$ cat src/rtl/adam_pause_seq_pkg.sv
// Shared types and helpers for the ADAM pause sequencer.
package adam_pause_seq_pkg;

  typedef enum logic [1:0] {
    ST_RUN      = 2'd0,
    ST_PAUSING  = 2'd1,
    ST_PAUSED   = 2'd2,
    ST_RESUMING = 2'd3
  } state_e;

  // Width of a channel index; never narrower than one bit.
  function automatic int IDX_WIDTH(input int n);
    return (n > 1) ? $clog2(n) : 1;
  endfunction

endpackage

$ cat src/rtl/adam_pause_seq.sv
// ADAM pause initiator: fans one upstream pause req/ack out to NO_SLVS
// downstream channels, pausing 0..N-1 in order and resuming in reverse.
module adam_pause_seq
  import adam_pause_seq_pkg::*;
#(
  parameter  int NO_SLVS    = 4,
  parameter  int TIMEOUT    = 1024,
  parameter  int RST_PAUSED = 1,
  localparam int IW         = IDX_WIDTH(NO_SLVS)
) (
  input  logic               clk,
  input  logic               rst,
  input  logic               i_slv_pause_req,
  output logic               o_slv_pause_ack,
  output logic [NO_SLVS-1:0] o_mst_pause_req,
  input  logic [NO_SLVS-1:0] i_mst_pause_ack,
  output logic               o_busy,
  output logic               o_err,
  output logic [IW-1:0]      o_err_idx
);

  localparam logic [IW-1:0] LAST = IW'(NO_SLVS - 1);
  localparam logic          RSTP = (RST_PAUSED != 0);

  state_e               r_state, w_state_nxt;
  logic [IW-1:0]        r_idx, w_idx_nxt;
  logic [NO_SLVS-1:0]   r_mst_req, w_req_nxt;
  logic                 r_slv_ack, w_ack_nxt;
  logic                 r_busy;
  logic                 w_hit;  // expected ack seen for the active channel

  // Next-state: advance one channel per observed ack; upstream req only
  // looked at in the two stable states, so toggles mid-sequence are ignored.
  always_comb begin
    w_state_nxt = r_state;
    w_idx_nxt   = r_idx;
    w_req_nxt   = r_mst_req;
    w_ack_nxt   = r_slv_ack;
    w_hit       = 1'b0;
    unique case (r_state)
      ST_RUN: if (i_slv_pause_req) begin
        w_state_nxt  = ST_PAUSING;
        w_idx_nxt    = '0;
        w_req_nxt[0] = 1'b1;
      end
      ST_PAUSING: if (i_mst_pause_ack[r_idx]) begin
        w_hit = 1'b1;
        if (r_idx != LAST) begin
          w_idx_nxt            = r_idx + 1'b1;
          w_req_nxt[w_idx_nxt] = 1'b1;
        end else begin
          w_state_nxt = ST_PAUSED;
          w_ack_nxt   = 1'b1;
        end
      end
      ST_PAUSED: if (!i_slv_pause_req) begin
        w_state_nxt     = ST_RESUMING;
        w_idx_nxt       = LAST;
        w_req_nxt[LAST] = 1'b0;
      end
      ST_RESUMING: if (!i_mst_pause_ack[r_idx]) begin
        w_hit = 1'b1;
        if (r_idx != '0) begin
          w_idx_nxt            = r_idx - 1'b1;
          w_req_nxt[w_idx_nxt] = 1'b0;
        end else begin
          w_state_nxt = ST_RUN;
          w_ack_nxt   = 1'b0;
        end
      end
      default: ;
    endcase
  end

  // State and output registers; reset lands in PAUSED or RUN per RST_PAUSED.
  always_ff @(posedge clk) begin
    if (rst) begin
      r_state   <= RSTP ? ST_PAUSED : ST_RUN;
      r_idx     <= '0;
      r_mst_req <= {NO_SLVS{RSTP}};
      r_slv_ack <= RSTP;
      r_busy    <= 1'b0;
    end else begin
      r_state   <= w_state_nxt;
      r_idx     <= w_idx_nxt;
      r_mst_req <= w_req_nxt;
      r_slv_ack <= w_ack_nxt;
      r_busy    <= (w_state_nxt == ST_PAUSING) || (w_state_nxt == ST_RESUMING);
    end
  end

  generate
    if (TIMEOUT > 0) begin : g_tmo
      localparam int CW = (TIMEOUT > 1) ? $clog2(TIMEOUT) : 1;
      localparam logic [CW-1:0] CMAX = CW'(TIMEOUT - 1);
      logic [CW-1:0] r_cnt;
      logic          r_err;
      logic [IW-1:0] r_err_idx;

      // Per-step wait counter (saturating); first channel to stall is latched.
      always_ff @(posedge clk) begin
        if (rst) begin
          r_cnt     <= '0;
          r_err     <= 1'b0;
          r_err_idx <= '0;
        end else if (r_busy && !w_hit) begin
          if (r_cnt != CMAX) r_cnt <= r_cnt + 1'b1;
          if (r_cnt == CMAX && !r_err) begin
            r_err     <= 1'b1;
            r_err_idx <= r_idx;
          end
        end else begin
          r_cnt <= '0;
        end
      end

      assign o_err     = r_err;
      assign o_err_idx = r_err_idx;
    end else begin : g_no_tmo
      assign o_err     = 1'b0;
      assign o_err_idx = '0;
    end
  endgenerate

  assign o_slv_pause_ack = r_slv_ack;
  assign o_mst_pause_req = r_mst_req;
  assign o_busy          = r_busy;

endmodule

$ cat config.mk
export PLATFORM = sky130hd
export DESIGN_NAME = adam_pause_seq
export DESIGN_NICKNAME = d
export VERILOG_FILES = /design/src/rtl/adam_pause_seq_pkg.sv /design/src/rtl/adam_pause_seq.sv
export SDC_FILE = /design/constraint.sdc
export NUM_CORES = 1
export LEC_CHECK = 0
export BUFFER_PORTS_ARGS = -buffer_cell sky130_fd_sc_hd__buf_2
export CAP_MARGIN = 20
export CORE_MARGIN = 1.5
export CORE_UTILIZATION = 33
export CTS_CLUSTER_DIAMETER = 60
export DETAILED_ROUTE_END_ITERATION = 16
export GPL_ROUTABILITY_DRIVEN = 0
export SYNTH_ARGS = -nofsm -noshare
export SYNTH_HDL_FRONTEND = slang
export SYNTH_SLANG_ARGS = --single-unit
export TNS_END_PERCENT = 50
$ cat constraint.sdc
create_clock -name clk -period 4.12 [get_ports clk]
set_input_delay 0.206 -clock clk [delete_from_list [all_inputs] [get_ports clk]]
set_output_delay 0.206 -clock clk [all_outputs]
set_load 0.01 [all_outputs]
# Yosys cells after proc, flatten, opt, wreduce, memory -nomap -nowiden
# Cells that the tools add are included.
# W data, S select, Z words.
[word_totals]
ff_bits = 23
latchBits = 0
ramBits = 0
rom_bits = 0
out_inout_bits = 9
word_cells = 94
memories = 0
[classes]
n_addsub = 3
multipliers = 0
n_div = 0
order_cmp = 5
eq_ne = 16
shifts = 0
n_mux = 37
n_bitwise = 4
reduce_logical = 19
[ops]
columns = ["operator", "n"]
rows = [
  ["$mux W2", 12],
  ["$ne A2 B2 Y1 const B", 9],
  ["$reduce_and A6 Y1", 3],
  ["$mux W4", 4],
  ["$pmux W2 S4", 2],
  ["$mux W1", 11],
  ["$add A10 B1 Y10 const B", 1],
  ["$eq A10 B10 Y1 const B", 1],
  ["$ne A10 B10 Y1 const B", 1],
  ["$reduce_and A5 Y1", 2],
  ["$lt A2 B3 Y1 const B", 3],
  ["$eq A2 B2 Y1 const B", 3],
  ["$pmux W1 S3", 2],
  ["$reduce_bool A3 Y1", 2],
  ["$and A4 B4 Y4", 1],
  ["$demux W1 S2", 2],
  ["$eq A2 B1 Y1 const B", 2],
  ["$ge A2 B1 Y1 const B", 2],
  ["$logic_and A1 B1 Y1", 4],
  ["$not A4 Y4", 1],
  ["$or A4 B4 Y4", 1],
  ["$pmux W1 S2", 2],
  ["$pmux W2 S2", 1],
  ["$reduce_bool A2 Y1", 2],
  ["9 further kinds", 10],
]

# Depth between registers and ports, before layout
[logic_depth]
ltp_word = 10
ltp_mapped = 7

# Worst setup path before layout
# Ideal clock, no wire load.
[synth_path]
path_kind = "reg2reg"
start = "register r_idx[0]"
end = "register g_tmo.r_cnt[4]"
t_arrival_ns = 1.902
required_time_ns = 4.047
slack_ns = 2.145
path_stages_with_launch = 8
synth_period_minus_slack_ns = 1.975
path_cell_list = "dfxtp_1 buf_6 mux4_2 buf_6 xnor2_1 or3_4 buf_6 nor3_4"
[synth_between]
elab_chain_cells = 8
[synth_rtl]
columns = ["item", "line", "text"]
rows = [
  ["start: declaration", "adam_pause_seq.sv:26", "logic [IW-1:0] r_idx, w_idx_nxt;"],
  ["start signal: assignment", "adam_pause_seq.sv:85", "r_idx <= w_idx_nxt;"],
  ["$bmux W1 S2 (*)", "adam_pause_seq.sv:46, adam_pause_seq.sv:61", ""],
  ["$mux W1 (not written as such) (*)", "adam_pause_seq.sv:46, adam_pause_seq.sv:61", ""],
  ["$mux W1, on equally long branches", "adam_pause_seq.sv:61, adam_pause_seq.sv:46", ""],
  ["$pmux W1 S2 (*)", "adam_pause_seq.sv:40", "unique case (r_state)"],
  ["$logic_not A1 Y1 (*)", "adam_pause_seq.sv:106", "end else if (r_busy && !w_hit) begin"],
  ["$logic_and A1 B1 Y1 (*)", "adam_pause_seq.sv:106", ""],
  ["$not A1 Y1 (no line) (*)", "n/a", ""],
  ["$reduce_or A2 Y1 (no line) (*)", "n/a", ""],
  ["end signal: assignment", "adam_pause_seq.sv:107", "if (r_cnt != CMAX) r_cnt <= r_cnt + 1'b1;"],
  ["end: declaration", "adam_pause_seq.sv:96", "logic [CW-1:0] r_cnt;"],
]
# Every way passes the cells marked *; elsewhere a longest branch is shown, timed or not. The select of a mux whose other input is x is not followed.
# A chain may end at the register's enable or synchronous reset.

# Final worst setup path
[layout_path]
start = "register r_idx[0]"
end = "register g_tmo.r_cnt[8]"
# The elaborated chain is that of the path after synthesis.

==> results.json <==
{
  "totalWireLength_um": 2700,
  "grt_antenna_before_repair": 0,
  "synth-edff-count": 0,
  "clock_tree_from_tritoncts": "built",
  "maxCapViolations": 0,
  "power.switching_mw": 0.254,
  "gr_util_all_layers": 0.133,
  "cellInternalPower_mw": 0.418,
  "dpl.hpwl_um": 2010,
  "fin_hold_ws_ns": 0.297,
  "first_global_vias": 1049,
  "final_cell_mix": "dfxtp_1, nor2_1, buf_2",
  "cts_hold_repair.buffers": 0,
  "post_synth_instance_area_um2": 1340,
  "worstMarginPinSlew_ns": 0.588,
  "vias_per_cell": 5.42,
  "wl_per_cell_um": 12.8,
  "max_freq_mhz": 463,
  "synth-main-ff-cell": "dfxtp_1",
  "arrival_ns": 2.33,
  "grt_setup_unrepaired": "false",
  "pin_count_of_the_biggest_net_entering_global_routing": 16,
  "vias": 1143,
  "cts_inserted_buffers": 3,
  "result_of_the_run": "complete, no violations",
  "yosys_register_bits": 22,
  "drive_above_1_share": 0.178,
  "start_util": 0.354,
  "count_of_non_filler_cells_in_the_finished_layout": 211,
  "power.sequential.fraction": 0.436,
  "antenna_cells_inserted": 0,
  "power.switching_fraction": 0.378,
  "synth.net_count": 167,
  "path_cells": "mux4_2 > xnor2_1 > or3_4 > a311oi_1",
  "drc_errors": 0,
  "die_w_um": 66.6,
  "synthToLayoutAreaGrowth_pct": 9.18,
  "drt_pre_antenna_iters": 4,
  "min_path_type": "in -> reg",
  "slowest_stage": "mux4_2",
  "crit_fanout": 11,
  "numPlacedInstances": 208,
  "timing.critical_path.buf_inv": 0,
  "post-cts-setup-buffers": 0,
  "worstSetupStartpointType": "register",
  "cts_root_buffer": "clkbuf_8",
  "worst-setup-path-type": "reg -> reg",
  "yosysUniqueCellTypes": 41,
  "cts.reportedPaths.clkPinSlew_ns": 0.08,
  "die_y_um": 66.6,
  "critical_path.top_delay_family": "multiplexers",
  "num-nets-final": 179,
  "fin_crit_sh": 0.524,
  "timing.final.hold_violations": 0,
  "placementRows": 22,
  "synth_cells": 153,
  "part_of_the_power_in_the_clock_network": 0.195,
  "synthArstFlopShare": 0,
  "syn_avg_cell_area_um2": 8.73,
  "setup_viol": 0,
  "finalCriticalPeriod_ns": 2.16,
  "most_common_cell_after_layout_fill_and_taps_aside": "dfxtp_1",
  "end_kind": "register",
  "grt_first_pass_wirelength_um": 4640,
  "crit_required_ns": 4.30,
  "setup_total_negative_slack_ns": 0,
  "finalMaxSlewViolations": 0,
  "clock_sink_total": 22,
  "clock_latency_late_sink_ns": 0.26,
  "gr_overflow_total": 0,
  "io_buffer_count": 15,
  "cts_repair_resize_count": 0,
  "cts-htree-levels": 1,
  "slew_headroom": 0.605,
  "core_um2": 3770,
  "drtAntennaViolNets": 0,
  "io-pin-count": 16,
  "clock_tree.buffer_depth": 2,
  "cpPeakStageDelay_ns": 0.68,
  "first_iter_violations": 75,
  "worst_voltage_drop_across_the_vdd_grid_uv": 148,
  "synth_warnings": 0,
  "die_area_um2": 4440,
  "p_per_area_nw_per_um2": 461,
  "comb_power_share": 0.369,
  "cellLeakagePower_nw": 0.539,
  "synth-seq-area-share": 0.330,
  "finClkSkew_ns": 0.00497
}
## worst paths after layout
kind | to | slack [ns] | start | cells past startpoint
max | g_tmo.r_cnt[8] | 1.96 | r_idx[0] | 4
min | o_busy | 0.30 | rst | 2
max reg2reg | g_tmo.r_cnt[8] | 1.96 | r_idx[0] | 4
min reg2reg | o_mst_pause_req[3] | 0.48 | o_mst_pause_req[3] | 2
## power groups by stage
stage / clock [mW] / sequential (mW) / combinational (mW)
3_3_place_gp: 0 / 0.294 / 0.242
6_report: 0.131 / 0.293 / 0.248
3_5_place_dp: 0 / 0.298 / 0.247
2_1_floorplan: 0 / 0.265 / 0.240
4_1_cts: 0.134 / 0.293 / 0.249
5_1_grt: 0.143 / 0.302 / 0.279
## synth_stat cells, types with 3 or more instances
library cell  instances  area (um2)
clkbuf_1              4        15.0
o21ai_0               6        30.0
mux2i_1               8        80.1
and3_1                3        18.8
nor2_1               16        60.1
inv_1                 5        18.8
a21oi_1               9        45.0
buf_6                 3        33.8
nand3_1               7        35.0
nand2_1              12        45.0
a21o_1                5        37.5
nand2b_1              4        25.0
nor3_1                3        15.0
dfxtp_1              22         440
ha_1                  7        87.6
nor2b_1               3        18.8
xnor2_1               4        35.0
a31oi_1               3        18.8
## sequential cells by signal, summed over array words and instances (netlist names)
| register | count |
|---|---|
| o_err_idx | 2 |
| o_err | 1 |
| r_state | 1 |
| r_idx | 2 |
| o_slv_pause_ack | 1 |
| o_busy | 1 |
| g_tmo.r_cnt | 10 |
| o_mst_pause_req | 4 |
## final cells by class
type / instances / area, um2
sequential: 22 / 440
tap: 48 / 60.1
timing repair buffer: 15 / 75.1
clock buffer: 3 / 41.3
fill: 389 / 2310
inverter: 5 / 18.8
multi-input combinational: 118 / 823
## worst register-to-register path, stage by stage, from the launching register on
cell and delay (ns):
dfxtp_1 0.56, mux4_2 0.68, xnor2_1 0.20, or3_4 0.42, a311oi_1 0.21
## cell families (layout without fill, tap and decap cells)
group,after synthesis,in the layout,share of synthesized area
buf+inv,13,23,0.0543
xor+xnor,5,5,0.0328
mux,9,9,0.0768
fa+ha+maj,7,7,0.0655
simple gates,60,60,0.246
flops,22,22,0.330
compound gates,37,37,0.195
## metal layers
layer / up-vias / part of all wire / global-route usage
li1: 573 / - / -
met1: 537 / 0.51 / 0.182
met2: 27 / 0.43 / 0.204
met3: 6 / 0.043 / 0.0220
met4: 0 / 0.021 / 0.0587
met5: - / 0 / 0
## through the flow
step / power [mW] / util / worst slack (ns) / cell area (um2)
after floorplan: 0.506 / - / 2.14 / 1340
after global placement: 0.536 / 0.376 / 2.02 / 1420
after detailed placement: 0.545 / 0.376 / 1.95 / 1420
after CTS: 0.676 / 0.387 / 1.94 / 1460
after global routing: 0.723 / 0.387 / 1.85 / 1460
final: 0.672 / 0.387 / 1.96 / 1460
No activity file was read; power rests on OpenSTA's default activity.
